===== src/rtl/dmac_ahb_pkg.sv =====
// Shared AHB-Lite encodings, register selectors and data-phase states for the
// DMAC peripheral-side receive block.
package dmac_ahb_pkg;

  localparam logic [1:0] HTRANS_IDLE   = 2'b00;
  localparam logic [1:0] HTRANS_BUSY   = 2'b01;
  localparam logic [1:0] HTRANS_NONSEQ = 2'b10;
  localparam logic [1:0] HTRANS_SEQ    = 2'b11;

  localparam logic [1:0] HRESP_OKAY  = 2'b00;
  localparam logic [1:0] HRESP_ERROR = 2'b01;

  localparam logic [2:0] HSIZE_WORD = 3'b010;

  typedef enum logic [1:0] {
    REG_DATA   = 2'b00,
    REG_STATUS = 2'b01,
    REG_THRESH = 2'b10,
    REG_RSVD   = 2'b11
  } reg_sel_e;

  typedef enum logic [2:0] {
    ST_IDLE = 3'd0,
    ST_DATA = 3'd1,
    ST_WAIT = 3'd2,
    ST_ERR1 = 3'd3,
    ST_ERR2 = 3'd4
  } dphase_e;

  function automatic logic trans_active(input logic [1:0] htrans);
    case (htrans)
      HTRANS_IDLE, HTRANS_BUSY: return 1'b0;
      HTRANS_NONSEQ, HTRANS_SEQ: return 1'b1;
      default: return 1'b0;
    endcase
  endfunction

endpackage


===== src/rtl/sync_fifo.sv =====
// Single-clock FIFO with registered occupancy count; DEPTH must be a power of
// two so the pointers wrap naturally.
module sync_fifo #(
  parameter int unsigned DEPTH = 16,
  parameter int unsigned WIDTH = 32
) (
  input  logic                     clk,
  input  logic                     rst,
  input  logic                     push_i,
  input  logic [WIDTH-1:0]         wdata_i,
  input  logic                     pop_i,
  output logic [WIDTH-1:0]         rdata_o,
  output logic [$clog2(DEPTH):0]   count_o,
  output logic                     full_o,
  output logic                     empty_o
);
  localparam int unsigned AW = $clog2(DEPTH);

  logic [WIDTH-1:0] mem_q [DEPTH];
  logic [AW-1:0]    wr_ptr_q, rd_ptr_q;
  logic [AW:0]      count_q, count_d;
  logic             do_push, do_pop;

  assign full_o  = (count_q == (AW+1)'(DEPTH));
  assign empty_o = (count_q == '0);
  assign count_o = count_q;
  assign rdata_o = mem_q[rd_ptr_q];
  assign do_push = push_i && !full_o;
  assign do_pop  = pop_i && !empty_o;

  always_comb begin
    count_d = count_q;
    case ({do_push, do_pop})
      2'b10:   count_d = count_q + (AW+1)'(1);
      2'b01:   count_d = count_q - (AW+1)'(1);
      default: count_d = count_q;
    endcase
  end

  always_ff @(posedge clk) begin
    if (do_push) mem_q[wr_ptr_q] <= wdata_i;
  end

  always_ff @(posedge clk) begin
    if (rst) begin
      wr_ptr_q <= '0;
      rd_ptr_q <= '0;
      count_q  <= '0;
    end else begin
      if (do_push) wr_ptr_q <= wr_ptr_q + AW'(1);
      if (do_pop)  rd_ptr_q <= rd_ptr_q + AW'(1);
      count_q <= count_d;
    end
  end

endmodule


===== src/rtl/dmac_rx_peripheral.sv =====
// AHB-Lite slave that buffers producer words and serves them to the DMAC via
// a popping DATA register, raising a level DMA request at a programmable fill.
module dmac_rx_peripheral
  import dmac_ahb_pkg::*;
#(
  parameter int unsigned DEPTH      = 16,
  parameter logic [15:0] THRESH_RST = 16'd4
) (
  input  logic        clk,
  input  logic        rst,
  input  logic        HSel,
  input  logic [31:0] HAddr,
  input  logic [1:0]  HTrans,
  input  logic        HWrite,
  input  logic [2:0]  HSize,
  input  logic        HReadyIn,
  input  logic [31:0] HWData,
  output logic [31:0] HRData,
  output logic        HReadyOut,
  output logic [1:0]  HResp,
  input  logic        in_valid,
  input  logic [31:0] in_data,
  output logic        in_ready,
  output logic        DmacReq,
  input  logic        ReqAck
);
  localparam int unsigned CW = $clog2(DEPTH) + 1;

  dphase_e       state_q, state_d;
  reg_sel_e      reg_q;
  logic          write_q, size_ok_q;
  logic [15:0]   thresh_q, thresh_eff;
  logic          req_q, req_d, armed_q, armed_d;
  logic [31:0]   head;
  logic [CW-1:0] count;
  logic [15:0]   count16;
  logic          full, empty, push, pop;
  logic          take, illegal, in_dphase, data_rd, thresh_we, at_thresh;
  logic          unused_bits;

  assign unused_bits = ^{HAddr[31:4], HAddr[1:0], HWData[31:16]};
  assign count16     = 16'(count);
  assign push        = in_valid && !full;
  assign in_ready    = !full;
  assign DmacReq     = req_q;
  assign in_dphase   = (state_q == ST_DATA) || (state_q == ST_WAIT);
  assign data_rd     = in_dphase && !write_q && size_ok_q && (reg_q == REG_DATA);
  assign illegal     = (HSize != HSIZE_WORD) ||
                       (HWrite && ((HAddr[3:2] == REG_DATA) || (HAddr[3:2] == REG_STATUS)));

  sync_fifo #(.DEPTH(DEPTH), .WIDTH(32)) u_fifo (
    .clk     (clk),
    .rst     (rst),
    .push_i  (push),
    .wdata_i (in_data),
    .pop_i   (pop),
    .rdata_o (head),
    .count_o (count),
    .full_o  (full),
    .empty_o (empty)
  );

  // Illegal accesses are classified at acceptance so the data phase opens
  // directly in ERR1 and never completes with OKAY.
  always_comb begin
    state_d   = state_q;
    HReadyOut = 1'b1;
    HResp     = HRESP_OKAY;
    pop       = 1'b0;
    thresh_we = 1'b0;
    case (state_q)
      ST_DATA, ST_WAIT: begin
        if (data_rd && empty) begin
          HReadyOut = 1'b0;
          state_d   = ST_WAIT;
        end else begin
          pop       = data_rd;
          thresh_we = write_q && size_ok_q && (reg_q == REG_THRESH);
          state_d   = ST_IDLE;
        end
      end
      ST_ERR1: begin
        HReadyOut = 1'b0;
        HResp     = HRESP_ERROR;
        state_d   = ST_ERR2;
      end
      ST_ERR2: begin
        HResp   = HRESP_ERROR;
        state_d = ST_IDLE;
      end
      default: state_d = ST_IDLE;
    endcase
    take = HReadyOut && HSel && HReadyIn && trans_active(HTrans);
    if (take) state_d = illegal ? ST_ERR1 : ST_DATA;
  end

  always_comb begin
    HRData = '0;
    if (in_dphase && !write_q && size_ok_q) begin
      case (reg_q)
        REG_DATA:   if (!empty) HRData = head;
        REG_STATUS: HRData = {13'd0, req_q, full, empty, count16};
        REG_THRESH: HRData = {16'd0, thresh_q};
        default:    HRData = '0;
      endcase
    end
  end

  // Ack has priority; re-arming needs the fill to fall below threshold.
  always_comb begin
    thresh_eff = (thresh_q == '0) ? 16'd1 : thresh_q;
    at_thresh  = (count16 >= thresh_eff);
    req_d      = req_q;
    armed_d    = armed_q;
    if (ReqAck) begin
      req_d   = 1'b0;
      armed_d = 1'b0;
    end else begin
      if (armed_q && at_thresh) req_d = 1'b1;
      if (!at_thresh) armed_d = 1'b1;
    end
  end

  always_ff @(posedge clk) begin
    if (rst) begin
      state_q   <= ST_IDLE;
      reg_q     <= REG_DATA;
      write_q   <= 1'b0;
      size_ok_q <= 1'b0;
      thresh_q  <= THRESH_RST;
      req_q     <= 1'b0;
      armed_q   <= 1'b1;
    end else begin
      state_q <= state_d;
      if (take) begin
        reg_q     <= reg_sel_e'(HAddr[3:2]);
        write_q   <= HWrite;
        size_ok_q <= (HSize == HSIZE_WORD);
      end
      if (thresh_we) thresh_q <= HWData[15:0];
      req_q   <= req_d;
      armed_q <= armed_d;
    end
  end

endmodule


===== config.mk =====
export PLATFORM = sky130hd
export DESIGN_NAME = dmac_rx_peripheral
export DESIGN_NICKNAME = d
export VERILOG_FILES = /design/src/rtl/dmac_ahb_pkg.sv /design/src/rtl/sync_fifo.sv /design/src/rtl/dmac_rx_peripheral.sv
export SDC_FILE = /design/constraint.sdc
export NUM_CORES = 1
export LEC_CHECK = 0
export CORE_ASPECT_RATIO = 0.75
export CORE_MARGIN = 3
export CORE_UTILIZATION = 35
export CTS_BUF_LIST = sky130_fd_sc_hd__clkbuf_16
export DETAILED_ROUTE_END_ITERATION = 6
export PLACE_DENSITY_LB_ADDON = 0.12
export SYNTH_ARGS = -nofsm -noshare
export SYNTH_HDL_FRONTEND = slang
export SYNTH_HIERARCHICAL = 1
export SYNTH_SLANG_ARGS = --single-unit
export TNS_END_PERCENT = 50

===== constraint.sdc =====
create_clock -name clk -period 8.75 [get_ports clk]
set_input_delay 0.875 -clock clk [delete_from_list [all_inputs] [get_ports clk]]
set_output_delay 0.875 -clock clk [all_outputs]
set_load 0.02 [all_outputs]

After elaboration in Yosys (flattened, before gate mapping)
Memory sizes are Yosys's and may differ from the RTL's. A register that Yosys moved wholly into a read port is not among the register bits.
Cells that the tools add are included.

cells by class
  add/subtract/negate cells = 4
  order comparisons = 1
  eq/ne operators = 16
  mux-type cells = 23
  reduce and logical (&&, ||, !) cells = 31

operators by type and width
  operator                                             number
  one-hot mux 32 bit (3 select lines)                  1
  2-to-1 mux 32 bit                                    2
  >= comparator 5 x 16 -> 1 bit                        1
  logical NOT 16 bit                                   1
  2-to-1 mux 16 bit                                    1
  logical AND 1 bit                                    14
  2-to-1 mux 1 bit                                     10
  one-hot mux 5 bit (2 select lines)                   1
  OR reduction 2 bit                                   5
  equality test 3 x 2 -> 1 bit, second input constant  3
  adder 4 x 1 -> 4 bit, second input constant          2
  equality test 2 x 1 -> 1 bit, second input constant  4
  equality test 2 bit, second input constant           4
  2-to-1 mux 4 bit                                     2
  logical NOT 2 bit                                    3
  one-hot mux 3 bit (2 select lines)                   1
  adder 5 x 1 -> 5 bit, second input constant          1
  equality test 5 bit, second input constant           1
  logical NOT 5 bit                                    1
  subtractor 5 x 1 -> 5 bit, second input constant     1
  2-to-1 mux 2 bit                                     2
  one-hot mux 1 bit (2 select lines)                   2
  equality test 3 x 1 -> 1 bit, second input constant  1
  equality test 3 bit, second input constant           1
  other kinds (6)                                      10

word-level totals
  flip-flop bits (word level) = 38
  RAM bits = 512
  input bits = 108
  output and inout port bits = 37
  logic and storage cells = 86
  memories kept = 1

memory list
  memory        depth  bits a word  read ports  clocked after Yosys merged registers in  write ports  line             RTL
  u_fifo.mem_q  16     32           1           1                                        1            sync_fifo.sv:19  logic [WIDTH-1:0] mem_q [DEPTH];

Longest topological paths before layout
  word-level depth = 12
  gate-level depth with buffers = 13
  mapped depth without buffers = 12

By module
The synthesis kept the hierarchy.

by module, submodules not included
  module              times used  cells an instance  area each (sq um)  sequential area each (sq um)
  sync_fifo           1           826                20108.0            15715.1
  dmac_rx_peripheral  1           173                1531.5             500.5

Worst setup path before layout
OpenSTA, ideal clock, no wires.

  path kind = input-to-reg
  start = input port in_valid
  end = memory u_fifo.mem_q[3][0], enable pin
  setup time = 0.461 ns
  data arrival time = 3.745 ns
  data required time = 8.289 ns
  path slack = 4.544 ns
  stages = 4
  path buffers = 0
  cell sequence = nor2b_1 > a21boi_2 > nand2_1 > nor3_1

on the way
  cells in the longest elaborated chain, start to end = 4

RTL lines
  what                                    line                      RTL
  start: declaration                      dmac_rx_peripheral.sv:21  input logic in_valid,
  logical AND 1 bit                       dmac_rx_peripheral.sv:43  assign push = in_valid && !full;
  logical AND 1 bit                       sync_fifo.sv:28           assign do_push = push_i && !full_o;
  2-to-1 mux 1 bit                        sync_fifo.sv:41           if (do_push) mem_q[wr_ptr_q] <= wdata_i;
  2-to-1 mux 1 bit (implied by the code)  sync_fifo.sv:41
  end: declaration                        sync_fifo.sv:19

Every way passes these cells.

==> results.py <==
metrics = {
    "status": {
        "outcome": "finished, final reports clean",
    },
    "grt": {
        "grt_util_all_layers_pct": 15.92,
        "grt_pass1_wl_um": 75430,
        "gr-total-overflow": 0,
        "grt_max_degree": 100,
        "grt_antenna_before_repair": 1,
        "grt_pass1_vias": 10633,
    },
    "power_and_ir_drop": {
        "peakVddDrop_v": 0.0001368,
        "power_density_nw_per_um2": 208.5,
        "p_leak_nw": 7.796,
        "power.total_mw": 5.287,
    },
    "setup_path": {
        "cp_top_family": "buffers and inverters",
        "cp.arrival_ps": 4340,
        "slowest_delay_ps": 760,
        "path_common_cell": "mux4_2",
        "rrSetupSlack_ps": 4670,
        "crit_buf_inv": 2,
        "timing.rr.end": "u_fifo/count_o[4]",
        "timing.rr.start": "u_fifo/count_o[1]",
        "crit_type": "flop to output pin",
        "cp_slowest_cell": "dfxtp_4",
        "crit_cells": 7,
        "end_kind": "output pin",
        "crit_chain": "buf_12 > mux4_2 > mux4_2 > a22oi_1 > a2bb2oi_1 > nor2_1 > clkdlybuf4s50_1",
        "crit_path_max_fanout": 99,
        "endpoint": "HRData[2]",
        "critPathLaunchType": "flop",
        "required_ps": 7880,
        "reg2regPathDepth": 12,
    },
    "cells_and_area": {
        "drive_gt1_share_pct": 24.25,
        "seq_area_um2": 16230,
        "post-route-util_pct": 41.71,
        "finalInstanceArea_um2": 25360,
        "n_antenna_cell": 0,
        "syn2layout_area_growth_pct": 17.19,
        "multiInputGateArea_um2": 5248,
        "fillers": 5287,
        "final_nets": 1247,
    },
    "sta": {
        "worstMarginPinSlew_ps": 958.4,
        "slew_headroom_pct": 35.95,
        "skew_ps": 26.16,
        "clock.fmax_mhz": 191.8,
        "rsz0062_at_grt": "false",
        "setup_slack_ps": 3535,
        "finalCriticalPeriod_ps": 5215,
        "hold_viol": 0,
        "setup_tns_ps": 0,
        "fin_crit_sh_pct": 59.60,
        "setup_viol": 0,
        "maxSlewViolCount": 0,
    },
    "clocking": {
        "cts_made_buffers": 56,
        "clk_path_buf_depth": 3,
        "clk_pin_slew_ps": 60,
        "cts_sinks": 554,
        "cts_setup_buffers": 0,
        "cts_tree": "built",
        "cts_hold_buf": 0,
        "root_buffer": "clkbuf_16",
        "post_cts_resize_count": 0,
        "clk_latency_ps": 620,
        "htreeDepth": 2,
    },
    "yosys": {
        "synth_cell_types": 56,
        "synth_edf_count": 512,
        "synth_commonest_cells": "512 x edfxtp_1, 160 x mux4_2, 58 x nor2_1",
        "synth_top_area_cell": "edfxtp_1",
        "synth_most_common_cell": "edfxtp_1",
        "synthArstFlopShare_pct": 0,
        "seq_area_frac_synth_pct": 74.93,
        "syn_nets": 1119,
        "syn_inst": 999,
        "ys_seq_elements": 554,
        "yosys_warnings": 6,
        "synth_top_area_share_pct": 71.05,
        "synthTopCellsByArea": "edfxtp_1 71%, mux4_2 17%, dfxtp_1 3.9%",
        "syn-cell-area_um2": 21640,
        "ys.flop_type": "edfxtp_1",
        "syn_avg_cell_area_um2": 21.66,
    },
    "min_path": {
        "hp-class": "flop to flop",
    },
    "die": {
        "initial_core_util_pct": 35.59,
        "die-area_um2": 64880,
        "num_rows": 78,
        "boundaryPins": 145,
        "fp.coreArea_um2": 60800,
        "die_h_um": 221.3,
        "die_w_um": 293.1,
    },
    "placed_design": {
        "io_buffers": 96,
        "hpwlAfterDp_um": 27360,
        "pre_cts_ws_ps": 4070,
        "place.gp.congestion": 0.7115,
        "placedInstanceArea_um2": 23690,
    },
    "route": {
        "drt_first_iter_violations": 729,
        "drc": 0,
        "vias": 10311,
        "first_pass_iters": 5,
        "post_drt_via_cell_ratio": 5.231,
        "ant_nets": 0,
        "wl_per_cell_um": 26.05,
        "wl_um": 51340,
    },
    "flow_run": {
        "cap_violations": 0,
    },
}
## final cells by class
| cell class | instances | area share, % |
|---|---|---|
| Sequential cell | 554 | 63.98 |
| Multi-Input combinational cell | 380 | 20.69 |
| Clock buffer | 56 | 5.526 |
| Timing Repair Buffer | 122 | 4.608 |
| Tap cell | 800 | 3.947 |
| Clock inverter | 46 | 1.051 |
| Inverter | 13 | 0.1924 |
## report_power, final
part           leakage, nW  internal, mW  switching, mW
combinational         1.91        0.0644         0.0924
clock                0.923          1.21          0.981
sequential            4.97          2.92         0.0120
total                 7.80          4.20           1.09
## layer usage
layer / part of all wire (%) / wire length [um] / vias to the layer above / global-route usage, %
li1: - / - / 4426 / -
met1: 48 / 24720 / 5610 / 24.08
met2: 46 / 23730 / 211 / 24.32
met3: 4.2 / 2152 / 62 / 2.759
met4: 1.4 / 727 / 2 / 3.298
met5: 0.029 / 15 / - / 0
## logic make-up (layout without fill, tap and decap cells)
logic type | Yosys count | after routing | share of synthesized area (%)
other | 1 | 1 | 0.01733
XOR/XNOR | 10 | 10 | 0.4395
AND/OR/NAND/NOR | 129 | 129 | 3.209
AO/OA/AOI/OAI | 48 | 48 | 1.746
flip-flops | 554 | 554 | 74.93
adder cells (fa/ha/maj) | 12 | 12 | 0.6938
buffers and inverters | 65 | 237 | 1.370
multiplexers | 180 | 180 | 17.59
## per-stage QoR
step	hold slack, ps	std cells
after floorplan	472.5	999
after global placement	492.0	1869
after detailed placement	497.6	1869
after CTS	514.3	1971
after global routing	528.9	1971
final	507.0	1971
## tightest hold or removal path, cell delays in order (launching register included)
cell	delay, ps
dfxtp_1	320
xor2_1	80
nor2_1	70
## state kept, by name, indices dropped and copies added (netlist names), named ones only
| name | count |
|---|---|
| reg_q | 2 |
| u_fifo/rd_ptr_q | 4 |
| u_fifo/mem_q | 512 |
| write_q | 1 |
| armed_q | 1 |
| thresh_q | 16 |
| size_ok_q | 1 |
| u_fifo/wr_ptr_q | 4 |
| state_q | 3 |
| DmacReq | 1 |
| u_fifo/count_o | 5 |
## worst min-delay path by stage
stage,startpoint,to,slack [ps],depth (start not counted)
4_1_cts,u_fifo/rd_ptr_q[3],flop,510,2
3_5_place_dp,u_fifo/rd_ptr_q[3],flop,500,2
3_3_place_gp,u_fifo/rd_ptr_q[3],u_fifo/rd_ptr_q[3],490,2
2_1_floorplan,u_fifo/rd_ptr_q[3],flop,470,2
6_report,u_fifo/rd_ptr_q[3],u_fifo/rd_ptr_q[3],510,2
5_1_grt,u_fifo/rd_ptr_q[3],flop,530,2
## placed cells by master (no fill, tap or decap), drive strengths merged, types with 2 or more instances in the layout
| cell type | instances |
|---|---|
| edfxtp | 512 |
| mux4 | 160 |
| clkdlybuf4s50 | 96 |
| nor2 | 58 |
| clkbuf | 56 |
| inv | 43 |
| dfxtp | 42 |
| buf | 26 |
| mux2i | 18 |
| a22o | 16 |
| nand2 | 14 |
| and2 | 14 |
| clkinv | 14 |
| ha | 12 |
| nor3 | 11 |
| a22oi | 7 |
| nor4 | 7 |
| xor2 | 6 |
| nor2b | 5 |
| a2bb2oi | 5 |
| nor3b | 4 |
| xnor2 | 4 |
| o21ai | 4 |
| a21oi | 3 |
| nand2b | 3 |
| a211oi | 2 |
| o211ai | 2 |
| bufinv | 2 |
| nand4 | 2 |
| or4b | 2 |
| nor4b | 2 |
| mux2 | 2 |
No activity file was read; power rests on OpenSTA's default activity.
